`src/rtl/gpr_file_param.sv`:
```
// Parametrised general-purpose register file with registered multi-port reads,
// write-first bypass, optional hardwired-zero r0 and a clear sweep after reset or on request.
module gpr_file_param #(
  parameter int unsigned DATA_W   = 32,
  parameter int unsigned ADDR_W   = 5,
  parameter int unsigned NUM_RD   = 2,
  parameter bit          ZERO_REG = 1'b1
) (
  input  logic                       clk,
  input  logic                       rst_n,
  input  logic                       wr_en,
  input  logic [ADDR_W-1:0]          wr_addr,
  input  logic [DATA_W-1:0]          wr_data,
  input  logic [NUM_RD-1:0]          rd_en,
  input  logic [NUM_RD*ADDR_W-1:0]   rd_addr,
  output logic [NUM_RD*DATA_W-1:0]   rd_data,
  output logic [NUM_RD-1:0]          rd_valid,
  input  logic                       init_req,
  output logic                       ready
);

  localparam int unsigned DEPTH = 1 << ADDR_W;

  typedef enum logic {
    ST_INIT  = 1'b0,
    ST_READY = 1'b1
  } state_t;

  state_t              state_q, state_d;
  logic [ADDR_W-1:0]   clr_cnt_q, clr_cnt_d;
  logic                ready_q, ready_d;
  logic                wr_fire_c;
  logic [DATA_W-1:0]   mem [DEPTH];
  logic [DATA_W-1:0]   rd_val_c [NUM_RD];

  assign ready = ready_q;

  // State, sweep counter and ready flag.
  always_ff @(posedge clk or negedge rst_n) begin
    if (!rst_n) begin
      state_q   <= ST_INIT;
      clr_cnt_q <= '0;
      ready_q   <= 1'b0;
    end else begin
      state_q   <= state_d;
      clr_cnt_q <= clr_cnt_d;
      ready_q   <= ready_d;
    end
  end

  // Next-state: sweep every entry once, then serve traffic until init_req.
  always_comb begin
    state_d   = state_q;
    clr_cnt_d = clr_cnt_q;
    ready_d   = ready_q;
    case (state_q)
      ST_INIT: begin
        ready_d   = 1'b0;
        clr_cnt_d = clr_cnt_q + ADDR_W'(1);
        if (clr_cnt_q == ADDR_W'(DEPTH - 1)) begin
          state_d   = ST_READY;
          clr_cnt_d = '0;
          ready_d   = 1'b1;
        end
      end
      ST_READY: begin
        ready_d = 1'b1;
        if (init_req) begin
          state_d   = ST_INIT;
          clr_cnt_d = '0;
          ready_d   = 1'b0;
        end
      end
      default: begin
        state_d   = ST_INIT;
        clr_cnt_d = '0;
        ready_d   = 1'b0;
      end
    endcase
  end

  // Writes to r0 are dropped when it is hardwired to zero.
  assign wr_fire_c = (state_q == ST_READY) && wr_en &&
                     !(ZERO_REG && (wr_addr == '0));

  // Storage has no reset; the sweep owns the write port while clearing.
  always_ff @(posedge clk) begin
    if (state_q == ST_INIT) begin
      mem[clr_cnt_q] <= '0;
    end else if (wr_fire_c) begin
      mem[wr_addr] <= wr_data;
    end
  end

  // Per-port read value with write-first bypass and zero override.
  always_comb begin
    for (int p = 0; p < int'(NUM_RD); p++) begin
      rd_val_c[p] = mem[rd_addr[p*ADDR_W +: ADDR_W]];
      if (wr_fire_c && (wr_addr == rd_addr[p*ADDR_W +: ADDR_W])) begin
        rd_val_c[p] = wr_data;
      end
      if (ZERO_REG && (rd_addr[p*ADDR_W +: ADDR_W] == '0)) begin
        rd_val_c[p] = '0;
      end
    end
  end

  // Registered read outputs; data holds when a port is idle in READY.
  always_ff @(posedge clk or negedge rst_n) begin
    if (!rst_n) begin
      rd_data  <= '0;
      rd_valid <= '0;
    end else begin
      for (int p = 0; p < int'(NUM_RD); p++) begin
        if (state_q != ST_READY) begin
          rd_data[p*DATA_W +: DATA_W] <= '0;
          rd_valid[p]                 <= 1'b0;
        end else if (rd_en[p]) begin
          rd_data[p*DATA_W +: DATA_W] <= rd_val_c[p];
          rd_valid[p]                 <= 1'b1;
        end else begin
          rd_valid[p]                 <= 1'b0;
        end
      end
    end
  end

endmodule

```
`config.mk`:
```
export PLATFORM = sky130hd
export DESIGN_NAME = gpr_file_param
export DESIGN_NICKNAME = d
export VERILOG_FILES = /design/src/rtl/gpr_file_param.sv
export SDC_FILE = /design/constraint.sdc
export NUM_CORES = 1
export LEC_CHECK = 0
export BUFFER_PORTS_ARGS = -buffer_cell sky130_fd_sc_hd__buf_2
export CAP_MARGIN = 15
export CELL_PAD_IN_SITES_DETAIL_PLACEMENT = 0
export CELL_PAD_IN_SITES_GLOBAL_PLACEMENT = 1
export CORE_ASPECT_RATIO = 0.7
export CORE_MARGIN = 3
export CORE_UTILIZATION = 50
export CTS_CLUSTER_SIZE = 24
export DETAILED_ROUTE_END_ITERATION = 12
export PLACE_DENSITY = 0.83
export SLEW_MARGIN = 20
export SYNTH_ARGS = -nofsm -noshare
export SYNTH_HDL_FRONTEND = slang
export SYNTH_SLANG_ARGS = --single-unit
```
`constraint.sdc`:
```
create_clock -name clk -period 3.75 [get_ports clk]
set_input_delay 0.1875 -clock clk [delete_from_list [all_inputs] [get_ports clk]]
set_output_delay 0.1875 -clock clk [all_outputs]
set_load 0.02 [all_outputs]
```
==> metrics.txt <==
status finished clean; Clock Latency Late Sink 710 ps; Detailed Place HPWL 98970 um; initial antenna violation count 4; Area contributors post-synth edfxtp_1 (61%), mux4_2 (17%), mux2i_1 (5.1%); Final Slew Violations 0; worst reg2reg endpoint mem[10][13]$_DFFE_PP_; final WL 169000 um; CP required 4080 ps; routability cong. 0.8741; share of flip-flops with an asynchronous set or reset 6.569%; routing usage on met2 44.74%; Crit. End Element flip-flop; 1st-pass router iterations 6; Util after Layout 57.83%; clock sink count 1096; P&R area growth vs syn 13.64%; CP startpoint ready$_DFF_PN0_; Die H 271.6 um; Final period util 87.52%; proportion of netlist area held by the largest area contributor 61.04%; sequential share of the synthesized area 64.62%; clock-pin slew on the worst setup and hold paths 60 ps; max_slew headroom 22.43%; Max VDD drop 531.8 uV; total of max-cap violations 0; Reg-to-Reg Start ready$_DFF_PN0_; Rows 96; P_leak 19.41 nW; vias in the first global route 32240; Synth Cell Area 0.05037 mm^2; die area 0.1047 mm^2; IO Port Bufs 119; largest fanout on the critical path 22; RSZ-0062 raised after global routing no; synth unique cells 46; share of post-route cells with drive strength above 1 32.06%; grt peak-use layer met2; Ports 120; ANT nets after route 0; DRC 0; Gate Count Post-Synth 2680; commonest cells after routing, fill and taps aside edfxtp_1 (1024), mux4_2 (384), mux2i_1 (258), buf_4 (124), buf_2 (110); drt via density 7.527; Post-synth EDFFs 1024; most common cell after layout, fill and taps aside edfxtp_1; Worst-Margin Slew 1164 ps; WS Path Type flip-flop to flip-flop; Final min period 3282 ps; Yosys reg bits 1096; GR Overflow Total 0; R2R cell count 7; total number of vias 32210; Die Width 385.4 um; first-pass GRT wire length 237800 um; yosys synthesis warning count 0; CP startpoint kind flip-flop; post-cts resize count 0; Setup WS post-layout 468.2 ps; HP Class primary input to async pin; CP Data Arrival Time 3610 ps; core footprint 0.09897 mm^2; pre-CTS WS 540.5 ps; Max Clock Freq 0.3047 GHz; # setup viols final 0; Tot GR Track Use 32.22%; setup TNS 0 ps; first-iteration detailed-routing DRC count 4926; initial core utilization 50.89%; H-tree depth 3; CTS Buffer Depth 3; overall power 31.29 mW; reg2reg setup slack 470 ps; wire length per cell 39.50 um; Fin. Hold Viols 0; Synth area leader edfxtp_1; CTS Root Cell clkbuf_16; end point of the critical path mem[10][13]$_DFFE_PP_; CTS tree done; largest net degree at the start of global routing 52; Final #Nets 2923; TritonCTS Buffers 98; Top FF cell, synth edfxtp_1; hold slack final 169.4 ps; Clock Skews 22.22 ps; met1 Usage GRT 44.71%; net count after synthesis 2735; Avg Cell Area, Syn 18.80 um^2; PwrDens 546.6 mW/mm^2; met3 usage 13.25%
worst min path at each step:
stage / to / slack [ps] / depth (start not counted)
final: rd_data[9]$_DFFE_PN0P_ / 170 / 2
after global placement: rd_data[9]$_DFFE_PN0P_ / 360 / 1
after global routing: rd_data[38]$_DFFE_PN0P_ / 210 / 2
after CTS: rd_data[4]$_DFFE_PN0P_ / 170 / 2
after floorplan: clr_cnt_q[0]$_DFFE_PN0P_ / -110 / 0
after detailed placement: rd_data[9]$_DFFE_PN0P_ / 370 / 1
stage by stage:
step                area, um^2  std cells
global placement         53600       4054
detailed placement       53620       4054
global route             57240       4277
finish                   57240       4279
floorplan                50370       2680
CTS                      57210       4276
critical path, stage by stage (launching register included):
cell     delay (ps)
dfrtp_1         330
buf_4           240
nand2_1         200
a21oi_4         360
mux2i_1         470
nand2_1         470
nor2_4          250
buf_4           560
synth_stat cells, types with 2 or more instances:
| master | count |
|---|---|
| a2111oi_0 | 28 |
| a211oi_1 | 97 |
| a21boi_0 | 2 |
| a21oi_1 | 6 |
| a221o_1 | 64 |
| a221oi_1 | 39 |
| a22o_1 | 56 |
| a41oi_1 | 2 |
| and2_1 | 37 |
| and3_1 | 2 |
| buf_1 | 15 |
| buf_2 | 60 |
| buf_4 | 14 |
| buf_6 | 19 |
| clkbuf_1 | 118 |
| clkbuf_2 | 2 |
| dfrtp_1 | 72 |
| edfxtp_1 | 1024 |
| ha_1 | 2 |
| inv_1 | 7 |
| mux2_2 | 75 |
| mux2i_1 | 258 |
| mux4_2 | 384 |
| nand2_1 | 50 |
| nand3_1 | 4 |
| nand3b_1 | 2 |
| nor2_1 | 43 |
| nor2b_1 | 8 |
| nor3_1 | 31 |
| o21ai_0 | 2 |
| o221ai_1 | 64 |
| o22ai_1 | 63 |
| o32ai_1 | 3 |
| or3_1 | 2 |
| or3b_2 | 4 |
| xnor2_1 | 11 |
report_power, final:
| part | switching, mW | internal (mW) |
|---|---|---|
| combinational | 3.67 | 1.85 |
| clock | 4.56 | 5.71 |
| sequential | 0.586 | 14.9 |
cell families after synthesis:
group           Yosys count  synth area share, %
flops                  1096                64.62
mux                     717                23.97
compound gates          431                7.037
buf+inv                 235                2.293
simple gates            187                1.818
xor+xnor                 12               0.2086
fa+ha+maj                 2              0.04967
final cells by class:
cell class,instances,area [um^2]
fill,7128,41730
clock buffer,138,2765
multi-input combinational,1349,17060
clock inverter,48,469.2
tap,1323,1655
antenna,2,5.005
inverter,7,26.28
sequential,1096,32550
timing repair buffer,316,2713
routing by layer:
metal	vias up	part of all wire [%]
li1	12010	-
met1	16600	35
met2	2994	42
met3	598	18
met4	4	5.2
met5	-	0.015
repair_timing:
action,CTS,global route
setup buffers,0,0
hold buffers,36,0
endpoints found under the hold margin,122,0
sequential cells by signal, summed over array words and instances (netlist names):
name       flops
rd_valid       2
mem         1024
clr_cnt_q      5
ready          1
rd_data       64
Note: power is estimated with default switching activity, not from simulation.
